<file path="src/rtl/pacman_pkg.sv">
// Shared types for the sprite movement logic: heading encoding, movement FSM states
// and helpers that map open_dirs bit positions onto headings.
package pacman_pkg;

    typedef enum logic [1:0] {
        UP    = 2'd0,
        DOWN  = 2'd1,
        LEFT  = 2'd2,
        RIGHT = 2'd3
    } dir_t;

    typedef enum logic {
        IDLE   = 1'b0,
        MOVING = 1'b1
    } move_state_t;

    localparam dir_t DIR_RESET = LEFT;

    function automatic dir_t opposite_dir(input dir_t d);
        case (d)
            UP:      return DOWN;
            DOWN:    return UP;
            LEFT:    return RIGHT;
            default: return LEFT;
        endcase
    endfunction

    // open_dirs and button vectors share the heading encoding, bit i == dir_t'(i)
    function automatic dir_t idx_to_dir(input logic [1:0] idx);
        return dir_t'(idx);
    endfunction

endpackage

</file>
<file path="src/rtl/rise_edge_det.sv">
// W-bit rising-edge detector; rise is combinational from the live level so a press
// is usable in the same cycle it arrives. Previous-level register clears on reset.
module rise_edge_det #(
    parameter int W = 4
) (
    input  logic         clk,
    input  logic         rst,
    input  logic [W-1:0] level,
    output logic [W-1:0] rise
);

    logic [W-1:0] level_q;

    always_ff @(posedge clk or negedge rst) begin
        if (!rst) begin
            level_q <= '0;
        end else begin
            level_q <= level;
        end
    end

    assign rise = level & ~level_q;

endmodule

</file>
<file path="src/rtl/dir_request_ctrl.sv">
// Buffers direction presses and applies them on move_tick when the maze allows it.
// Optional macro DIR_INSTANT_REVERSE_EN: opposite-direction presses while moving flip dir at once.
module dir_request_ctrl
    import pacman_pkg::*;
#(
    parameter int HOLD_TICKS = 8,
    parameter int AGE_W      = 8
) (
    input  logic       clk,
    input  logic       rst,
    input  logic       btn_up,
    input  logic       btn_down,
    input  logic       btn_left,
    input  logic       btn_right,
    input  logic       move_tick,
    input  logic [3:0] open_dirs,
    output logic [1:0] dir,
    output logic       moving,
    output logic       step,
    output logic       turn_evt
);

    logic [3:0]       press;
    logic             any_press;
    logic [1:0]       press_idx;
    dir_t             press_dir;

    move_state_t      state_q, state_n;
    dir_t             dir_q, dir_n;
    logic             step_q, step_n;
    logic             turn_q, turn_n;
    logic             req_valid_q, req_valid_n;
    dir_t             req_dir_q, req_dir_n;
    logic [AGE_W-1:0] age_q, age_n;

    dir_t             cur_dir;
    logic             new_press;
    logic             eff_valid;
    dir_t             eff_dir;
    logic [AGE_W-1:0] age_inc;

    rise_edge_det #(.W(4)) u_edge (
        .clk   (clk),
        .rst   (rst),
        .level ({btn_right, btn_left, btn_down, btn_up}),
        .rise  (press)
    );

    // Lowest bit wins: UP > DOWN > LEFT > RIGHT
    always_comb begin
        any_press = |press;
        press_idx = 2'd0;
        if (press[0]) begin
            press_idx = 2'd0;
        end else if (press[1]) begin
            press_idx = 2'd1;
        end else if (press[2]) begin
            press_idx = 2'd2;
        end else if (press[3]) begin
            press_idx = 2'd3;
        end
        press_dir = idx_to_dir(press_idx);
    end

    always_ff @(posedge clk or negedge rst) begin
        if (!rst) begin
            state_q     <= IDLE;
            dir_q       <= DIR_RESET;
            step_q      <= 1'b0;
            turn_q      <= 1'b0;
            req_valid_q <= 1'b0;
            req_dir_q   <= DIR_RESET;
            age_q       <= '0;
        end else begin
            state_q     <= state_n;
            dir_q       <= dir_n;
            step_q      <= step_n;
            turn_q      <= turn_n;
            req_valid_q <= req_valid_n;
            req_dir_q   <= req_dir_n;
            age_q       <= age_n;
        end
    end

    always_comb begin
        state_n     = state_q;
        dir_n       = dir_q;
        step_n      = 1'b0;
        turn_n      = 1'b0;
        req_valid_n = req_valid_q;
        req_dir_n   = req_dir_q;
        age_n       = age_q;
        cur_dir     = dir_q;
        new_press   = any_press;

`ifdef DIR_INSTANT_REVERSE_EN
        // A reversal consumes the press; a same-cycle tick then sees the new heading
        if (state_q == MOVING && any_press && press_dir == opposite_dir(dir_q)) begin
            cur_dir     = press_dir;
            dir_n       = press_dir;
            turn_n      = 1'b1;
            new_press   = 1'b0;
            req_valid_n = 1'b0;
            age_n       = '0;
        end
`endif

        eff_valid = new_press | req_valid_n;
        eff_dir   = new_press ? press_dir : req_dir_q;
        age_inc   = new_press ? AGE_W'(1) : age_q + AGE_W'(1);

        if (move_tick) begin
            if (eff_valid && open_dirs[eff_dir]) begin
                dir_n       = eff_dir;
                state_n     = MOVING;
                step_n      = 1'b1;
                turn_n      = turn_n | (eff_dir != cur_dir);
                req_valid_n = 1'b0;
                age_n       = '0;
            end else begin
                if (state_q == MOVING) begin
                    if (open_dirs[cur_dir]) begin
                        step_n = 1'b1;
                    end else begin
                        state_n = IDLE;
                    end
                end
                if (eff_valid) begin
                    req_dir_n = eff_dir;
                    if (age_inc >= AGE_W'(HOLD_TICKS)) begin
                        req_valid_n = 1'b0;
                        age_n       = '0;
                    end else begin
                        req_valid_n = 1'b1;
                        age_n       = age_inc;
                    end
                end
            end
        end else if (new_press) begin
            req_valid_n = 1'b1;
            req_dir_n   = press_dir;
            age_n       = '0;
        end
    end

    assign dir      = dir_q;
    assign moving   = (state_q == MOVING);
    assign step     = step_q;
    assign turn_evt = turn_q;

endmodule

</file>
<file path="config.mk">
export PLATFORM = sky130hd
export DESIGN_NAME = dir_request_ctrl
export DESIGN_NICKNAME = d
export VERILOG_FILES = /design/src/rtl/pacman_pkg.sv /design/src/rtl/rise_edge_det.sv /design/src/rtl/dir_request_ctrl.sv
export SDC_FILE = /design/constraint.sdc
export NUM_CORES = 1
export LEC_CHECK = 0
export BUFFER_PORTS_ARGS = -buffer_cell sky130_fd_sc_hd__buf_2
export CAP_MARGIN = 20
export CORE_AREA = 2 2 50 52
export DETAILED_ROUTE_END_ITERATION = 7
export DIE_AREA = 0 0 52 54
export GPL_ROUTABILITY_DRIVEN = 0
export PLACE_DENSITY = 0.67
export SLEW_MARGIN = 20
export SYNTH_ARGS = -nofsm -noshare
export SYNTH_HDL_FRONTEND = slang
export SYNTH_SLANG_ARGS = --single-unit
export TNS_END_PERCENT = 1
</file>
<file path="constraint.sdc">
create_clock -name clk -period 1.8 [get_ports clk]
set_clock_uncertainty 0.15 [all_clocks]
set_input_delay 0.36 -clock clk [delete_from_list [all_inputs] [get_ports clk]]
set_output_delay 0.36 -clock clk [all_outputs]
set_load 0.02 [all_outputs]
</file>
==> flow_summary.ini, run 1 <==
[run_status]
violations = negative setup slack
status = complete, but fails checks

[critical_path]
required_ns = 1.87
worst_ep_arrival_time_ns = 2.05
crit_path_end_kind = register
reg2regPathDepth = 7
cp_max_fo = 5
path_class = reg2reg
start_kind = register

[drt]
viasPerCell = 5.333
dr.pass1.iters = 2
via_count = 832
drt_wl_total_um = 2307
drt_iter0_drc = 4
ant_nets = 0
drc = 0
avgRoutedWirePerCell_um = 14.79

[floorplanning]
io_pins = 16
initial_core_util = 0.4520
dieWidth_um = 52
die_h_um = 54
rows = 18
core-area_um2 = 2320
dieArea_um2 = 2808

[pwr]
cellLeakagePower_nw = 0.6564
worst_ir_drop_vdd_mv = 0.5928
power_density_nw_per_um2 = 910.5

[global_route]
overflow = 0
grt_pass1_vias = 829
track_usage = 0.1864
grt_max_degree = 21
grt_pass1_wl_um = 3684
antenna_found_initial = 0

[placed_design]
place_hpwl_um = 1662
io_buffers = 15
dpl_cell_area_um2 = 1299
place_ws_ns = -0.3358

[timing]
timing.slew.headroom = 0.6992
fmax_mhz = 506.6
whs_ns = 0.04560
final-hold-violation-count = 0
setup_slack_ns = -0.1740
rsz0062_at_grt = true
worst_slew_pin_slew_ns = 0.4512
period_minus_slack_ns = 1.974
slew_violations = 0
finalCritPeriodShare = 1.097
setup_viol_count_final = 9

[synthesis]
yosysUniqueCellTypes = 41
ys_ff_latch = 20
synthCells = 92
synth_top_area_share = 0.4296
syn_area_um2 = 1049
yosysSeqAreaShare = 0.4797
syn_nets = 104
postSynthAreaPerCell_um2 = 11.40
ys.flop_type = dfrtp_1
synth-edff-count = 0
synth_top_area_cell = dfrtp_1
async_reset_ff_frac = 1.000
yosysWarnings = 0
synthTopCellsByArea = dfrtp_1 43%, dfstp_2 5.0%, a21oi_1 3.8%

[clocking]
cts.clk_slew.worst_paths_ns = 0.10
cts_tree = built
clk_latency_ns = 0.29
clk_path_buf_depth = 2
cts-htree-levels = 1
cts_buffers = 3
clock_sinks = 20
cts-root-buf = clkbuf_4

[finish]
drive_gt1_frac = 0.5238
seqCellArea_um2 = 503.0
areaGrowthSynthToFinish_pct = 36.40
multiInputGateArea_um2 = 646.9
stdcell_area_um2 = 1430
nNetsFinal = 140
n_antenna_cell = 0
nFillCells = 191

[min_path]
min_path_cells = 1
hold_path.class = in2reg

[job]
cap_violations = 0
==> critical path, cell delays in order (launching register included) <==
cell	delay, ns
dfrtp_1	0.43
nor2b_4	0.21
nor4_4	0.07
buf_4	0.15
o21ai_4	0.18
a22oi_4	0.10
or4b_4	0.49
a21oi_2	0.13
==> registers in the layout, indices dropped and copies added, names as in the netlist <==
signal          cells
req_valid_q         1
u_edge.level_q      4
turn_evt            1
step                1
moving              1
req_dir_q           2
dir                 2
age_q               8
==> kinds of logic after synthesis <==
group | Yosys count | share of synthesized area
and+or+nand+nor | 34 | 0.2065
adders and majority gates | 1 | 0.01193
AOI/OAI and AO/OA | 28 | 0.2184
muxes | 4 | 0.05608
xor gates and xnor gates | 2 | 0.01671
buffers and inverters | 3 | 0.01074
DFF | 20 | 0.4797
==> power by group <==
group,internal [mW],total [mW],switching [mW]
Sequential,0.528,0.596,0.0683
Combinational,0.253,0.507,0.253
Clock,0.0777,0.199,0.121
==> per-layer routing <==
layer,GRT usage,wire (µm),vias up
li1,-,-,404
met1,0.2162,984,410
met2,0.3439,1217,14
met3,0.02500,71,4
met4,0.07895,34,0
met5,0,0,-
==> cell type report <==
| cell class | count | share of cell area |
|---|---|---|
| Clock buffer | 3 | 0.01575 |
| Inverter | 2 | 0.005249 |
| Multi-Input combinational cell | 69 | 0.4523 |
| Sequential cell | 20 | 0.3517 |
| Tap cell | 30 | 0.02625 |
| Timing Repair Buffer | 32 | 0.1487 |
==> cells in the final DEF (no fill, tap or decap), types with 2 or more instances in the layout <==
| cell type | count |
|---|---|
| o21ai_4 | 2 |
| clkbuf_4 | 3 |
| dfrtp_1 | 18 |
| mux2_4 | 2 |
| nand2b_4 | 2 |
| inv_1 | 2 |
| o21ai_1 | 2 |
| buf_2 | 15 |
| dfstp_2 | 2 |
| buf_4 | 14 |
| o21ai_0 | 3 |
| xnor2_1 | 2 |
| a21oi_1 | 3 |
| nand2_2 | 2 |
| nor2b_4 | 3 |
| nand2_1 | 8 |
| a21oi_2 | 5 |
| o21ai_2 | 2 |
| buf_6 | 2 |
| and2_1 | 5 |
==> Yosys cell counts, types with 4 or more instances <==
master,n
nand2b_1,4
and2_1,5
nand2_1,10
a21oi_1,8
dfrtp_1,18
o21ai_0,5
==> stage by stage <==
stage / TNS [ns] / util / total power [mW] / cells
6_report: -0.8717 / 0.6165 / 1.302 / 156
3_3_place_gp: -2.863 / 0.5599 / 1.044 / 150
3_5_place_dp: -3.388 / 0.5599 / 1.058 / 150
4_1_cts: -1.095 / 0.5906 / 1.275 / 154
2_1_floorplan: -0.4221 / - / 0.8940 / 92
5_1_grt: -1.691 / 0.6165 / 1.384 / 156
==> worst paths after layout <==
kind	start	end	slack (ns)
worst max-delay path	u_edge.level_q[2]$_DFF_PN0_	age_q[1]$_DFFE_PN0P_	-0.17
worst min-delay path	btn_right	u_edge.level_q[3]$_DFF_PN0_	0.05
worst max register to register	u_edge.level_q[2]$_DFF_PN0_	age_q[1]$_DFFE_PN0P_	-0.17
worst min register to register	age_q[7]$_DFFE_PN0P_	age_q[7]$_DFFE_PN0P_	0.37
max in group asynchronous	rst	req_dir_q[1]$_DFFE_PN1P_	0.75
min in group asynchronous	rst	u_edge.level_q[2]$_DFF_PN0_	0.41
==> timing repair <==
item | CTS | global route
setup endpoints to repair | 9 | 16
setup buffers | 0 | 2
pin swaps | 5 | 7
hold buffers | 1 | 0
resized for setup | 8 | 13
endpoints found under the hold margin | 18 | 0
Power figures use the tool's default switching activity.
==> run 2: changes to the inputs <==
CORE_AREA = 2 2 46 57   (was 2 2 50 52)
DIE_AREA = 0 0 48 59   (was 0 0 52 54)
PLACE_DENSITY = 0.66   (was 0.67)
==> run 2 against run 1 <==
Against the previous run:
- die area is 0.85% higher
- global-route usage fell by 2.3 points
- hold slack gained 0.0052 ns
- the flow still finishes with violations (negative setup slack)
- critical path type unchanged
- combinational power is 8.5% lower
- maximum frequency grew 0.97%
- highest routed layer unchanged
- largest power group unchanged
==> flow_summary.ini, run 2 (synthesized netlist as in run 1, its figures left out) <==
[timing]
setup_slack_ns = -0.1551
whs_ns = 0.05084
final-hold-violation-count = 0
setup_tns_ns = -0.9904
rsz0062_at_grt = true
finalCritPeriodShare = 1.086
slew_violations = 0
setup_viol_count_final = 15
fmax_mhz = 511.5
timing.slew.headroom = 0.7010
worst_slew_pin_slew_ns = 0.4484
period_minus_slack_ns = 1.955

[drt]
top_layer_used = met4
avgRoutedWirePerCell_um = 13.25
viasPerCell = 5.195
dr.pass1.iters = 4
ant_nets = 0
via_count = 800
route.met2.wl_um = 1035
drc = 0
drt_iter0_drc = 10
wl_met3_um = 56
drt_wl_total_um = 2041
wl_met1_um = 933

[finish]
n_antenna_cell = 0
largest_reg_flops = 8
final_cell_mix = 18 x dfrtp_1, 15 x buf_2, 12 x buf_4
final_common_cell = dfrtp_1
reg_top3 = age_q x8, u_edge.level_q x4
drive_gt1_frac = 0.4390
areaGrowthSynthToFinish_pct = 30.67
nNetsFinal = 136
regMostFlops = age_q
stdcell_area_um2 = 1370
stdcell_count = 154

[critical_path]
path_class = reg2reg
start_kind = register
cp_max_fo = 5
cp_top_family = simple AND/OR/NAND/NOR gates
cp.depth = 6
cp_cell_sequence = nor2b_4 -> o311ai_4 -> o21ba_4 -> a22oi_4 -> or4b_1 -> a21oi_1
cp_slowest_cell = or4b_1
crit_path_end_kind = register
slowest_delay_ns = 0.48
reg2regPathDepth = 6
required_ns = 1.87
timing.critical_path.buf_inv = 0
worst_ep_arrival_time_ns = 2.03

[placed_design]
dpl_cell_area_um2 = 1277
place_hpwl_um = 1595
io_buffers = 15
dp_cells = 148

[clocking]
cts-root-buf = clkbuf_4
cts.clk_slew.worst_paths_ns = 0.11
cts_tree = built
cts_buffers = 3
clk_latency_ns = 0.29
cts-htree-levels = 1
clk_path_buf_depth = 2
clock_sinks = 20

[pwr]
power_density_nw_per_um2 = 955.8
worst_ir_drop_vdd_mv = 0.6398
cellLeakagePower_nw = 0.6317
power.total_mw = 1.309

[global_route]
grt_pass1_wl_um = 3291
antenna_found_initial = 0
overflow = 0
grt_max_degree = 21
track_usage = 0.1639
grt_pass1_vias = 779

[run_status]
violations = negative setup slack
status = complete, but fails checks

[job]
cap_violations = 0

[floorplanning]
initial_core_util = 0.4643
dieArea_um2 = 2832
core-area_um2 = 2258
dieWidth_um = 48
io_pins = 16
rows = 19
die_h_um = 59

[min_path]
hold_path.class = in2reg
min_path_cells = 1
-- run 2: repair_timing --
item                                    CTS  global route
endpoints found under the setup margin   10            16
endpoints found under the hold margin    18             0
pin swaps                                 5             1
hold buffers                              1             0
buffers inserted                          1             0
gates resized for setup                   7             1
-- run 2: per-layer routing --
metal	global-route usage	vias up
li1	-	403
met1	0.2083	378
met2	0.2724	17
met3	0.02744	2
met4	0.05792	0
met5	0	-
-- run 2: worst paths after layout --
path	startpoint	endpoint	slack, ns
max in group asynchronous	rst	dir[1]$_DFFE_PN1P_	0.78
worst max register to register	u_edge.level_q[3]$_DFF_PN0_	age_q[1]$_DFFE_PN0P_	-0.16
worst min register to register	moving$_DFFE_PN0P_	moving$_DFFE_PN0P_	0.39
min in group asynchronous	rst	u_edge.level_q[0]$_DFF_PN0_	0.38
worst min-delay path	btn_right	u_edge.level_q[3]$_DFF_PN0_	0.05
worst max-delay path	u_edge.level_q[3]$_DFF_PN0_	age_q[1]$_DFFE_PN0P_	-0.16
-- run 2: report_power, final --
part / total [mW] / switching (mW) / internal [mW]
logic: 0.464 / 0.232 / 0.232
clock network: 0.252 / 0.129 / 0.123
registers: 0.593 / 0.0652 / 0.528
-- run 2: layout make-up --
cell class	instances	area (µm²)
Multi-Input combinational cell	69	609.3
Timing Repair Buffer	28	175.2
Sequential cell	20	503.0
Tap cell	31	38.79
Clock buffer	4	36.28
Inverter	2	7.507
Fill cell	191	888.4
-- run 2: stage by stage --
stage	setup slack, ns	utilization
2_1_floorplan	-0.1112	-
3_3_place_gp	-0.2925	0.5657
3_5_place_dp	-0.2978	0.5657
4_1_cts	-0.1531	0.6050
5_1_grt	-0.2238	0.6066
6_report	-0.1551	0.6066
==> run 3: changes to the inputs <==
GPL_TIMING_DRIVEN = 0   (was unset)
TNS_END_PERCENT = unset   (was 1)
==> run 3 against run 2 <==
Against the previous run:
- the run still ends with negative setup slack left
- cell area is 1.5% higher
- critical path type unchanged
- setup slack worse by 0.018 ns
- hold slack worse by 0.025 ns
- critical endpoint unchanged
- largest power group unchanged
- sequential power grew 0.8%
- routed wire length rose by 3.0%
- critical path depth unchanged
- global-route usage down 0.58 points
- sequential cell count is the same
- cell count is 3.2% lower
- register-to-register slack worse by 0.02 ns
==> flow_summary.ini, run 3 (synthesized netlist as in run 1, its figures left out) <==
[timing]
finalCritPeriodShare = 1.096
setup_viol_count_final = 5
worst_slew_pin_slew_ns = 0.4383
setup_slack_ns = -0.1730
fmax_mhz = 506.8
setup_tns_ns = -0.6739
period_minus_slack_ns = 1.973
timing.slew.headroom = 0.7078
final-hold-violation-count = 0
rsz0062_at_grt = true
slew_violations = 0

[finish]
stdcell_area_um2 = 1390
final_cell_mix = 18 x dfrtp_1, 15 x buf_2, 9 x nand2_1
reg_top3 = age_q x8, u_edge.level_q x4
final_common_cell = dfrtp_1
nFillCells = 192
largest_reg_flops = 8
multiInputGateArea_um2 = 643.1
stdcell_count = 149
n_antenna_cell = 0
regMostFlops = age_q
areaGrowthSynthToFinish_pct = 32.58
nNetsFinal = 131
drive_gt1_frac = 0.4492
seqCellArea_um2 = 503.0

[drt]
avgRoutedWirePerCell_um = 14.11
drt_wl_total_um = 2102
viasPerCell = 5.450
via_count = 812
ant_nets = 0
drt_iter0_drc = 6
dr.pass1.iters = 4
drc = 0

[critical_path]
cp_top_family = simple AND/OR/NAND/NOR gates
timing.critical_path.buf_inv = 0
worst_ep_arrival_time_ns = 2.06
path_class = reg2reg
crit_path_end_kind = register
slowest_delay_ns = 0.49
start_kind = register
cp_slowest_cell = or4b_1
cp_cell_sequence = nor2b_4 -> o311ai_4 -> o21ba_4 -> a22oi_4 -> or4b_1 -> a21oi_1
cp_max_fo = 6
required_ns = 1.88

[floorplanning]
die_h_um = 59
rows = 19
dieWidth_um = 48
dieArea_um2 = 2832
initial_core_util = 0.4643
core-area_um2 = 2258
io_pins = 16

[pwr]
cellLeakagePower_nw = 0.6236
power_density_nw_per_um2 = 1026
worst_ir_drop_vdd_mv = 0.5214
power.total_mw = 1.427

[min_path]
hold_path.class = in2reg

[clocking]
cts-root-buf = clkbuf_4
cts_tree = built
cts.clk_slew.worst_paths_ns = 0.12
clk_latency_ns = 0.30
clk_path_buf_depth = 2
cts-htree-levels = 1
cts_buffers = 3
clock_sinks = 20

[global_route]
grt_max_degree = 21
overflow = 0
track_usage = 0.1581
antenna_found_initial = 0
grt_pass1_wl_um = 3167
grt_pass1_vias = 765

[job]
cap_violations = 0

[run_status]
status = complete, but fails checks
violations = negative setup slack

[placed_design]
io_buffers = 15
dpl_cell_area_um2 = 1199
dp_cells = 138
place_hpwl_um = 1446
place_ws_ns = -0.3837
-- run 3: cell count changes in the layout (fill, tap and decap cells not counted), sizes merged --
cell / delta
bufinv: +1
clkbuf: -1
buf: -5
-- run 3: cell type report --
class,instances,share of cell area
Clock buffer,3,0.01620
Clock inverter,1,0.02160
Inverter,2,0.005401
Multi-Input combinational cell,69,0.4626
Sequential cell,20,0.3618
Tap cell,31,0.02790
Timing Repair Buffer,23,0.1044
-- run 3: through the flow --
stage / hold WS [ns] / utilization
4_1_cts: 0.01520 / 0.5856
5_1_grt: 0.01014 / 0.6155
3_3_place_gp: 0.1832 / 0.5307
3_5_place_dp: 0.1906 / 0.5307
2_1_floorplan: -0.08559 / -
6_report: 0.02594 / 0.6155
-- run 3: worst paths after layout --
path	end	cells after the start	slack (ns)	from
max	age_q[1]$_DFFE_PN0P_	6	-0.17	u_edge.level_q[2]$_DFF_PN0_
min	u_edge.level_q[3]$_DFF_PN0_	1	0.03	btn_right
max reg2reg	age_q[1]$_DFFE_PN0P_	6	-0.17	u_edge.level_q[2]$_DFF_PN0_
min reg2reg	moving$_DFFE_PN0P_	2	0.38	moving$_DFFE_PN0P_
max in group asynchronous	dir[1]$_DFFE_PN1P_	2	0.77	rst
min in group asynchronous	u_edge.level_q[0]$_DFF_PN0_	2	0.38	rst
-- run 3: power by group --
| group | total [mW] | switching [mW] | internal, mW |
|---|---|---|---|
| sequential | 0.598 | 0.0696 | 0.528 |
| combinational | 0.466 | 0.238 | 0.228 |
| clock | 0.363 | 0.139 | 0.225 |
-- run 3: routing by layer --
| metal | global-route usage | vias to the layer above | share of wire |
|---|---|---|---|
| li1 | - | 389 | - |
| met1 | 0.1795 | 407 | 0.44 |
| met2 | 0.2876 | 14 | 0.53 |
| met3 | 0.01829 | 2 | 0.028 |
| met4 | 0.05792 | 0 | 0.0067 |
| met5 | 0 | - | 0 |
-- run 3: repair_timing --
action,CTS,global route
setup buffers,4,3
endpoints found under the setup margin,15,15
resized for setup,6,11
pin swaps,6,7
hold endpoints to repair,18,0
hold buffers,1,0
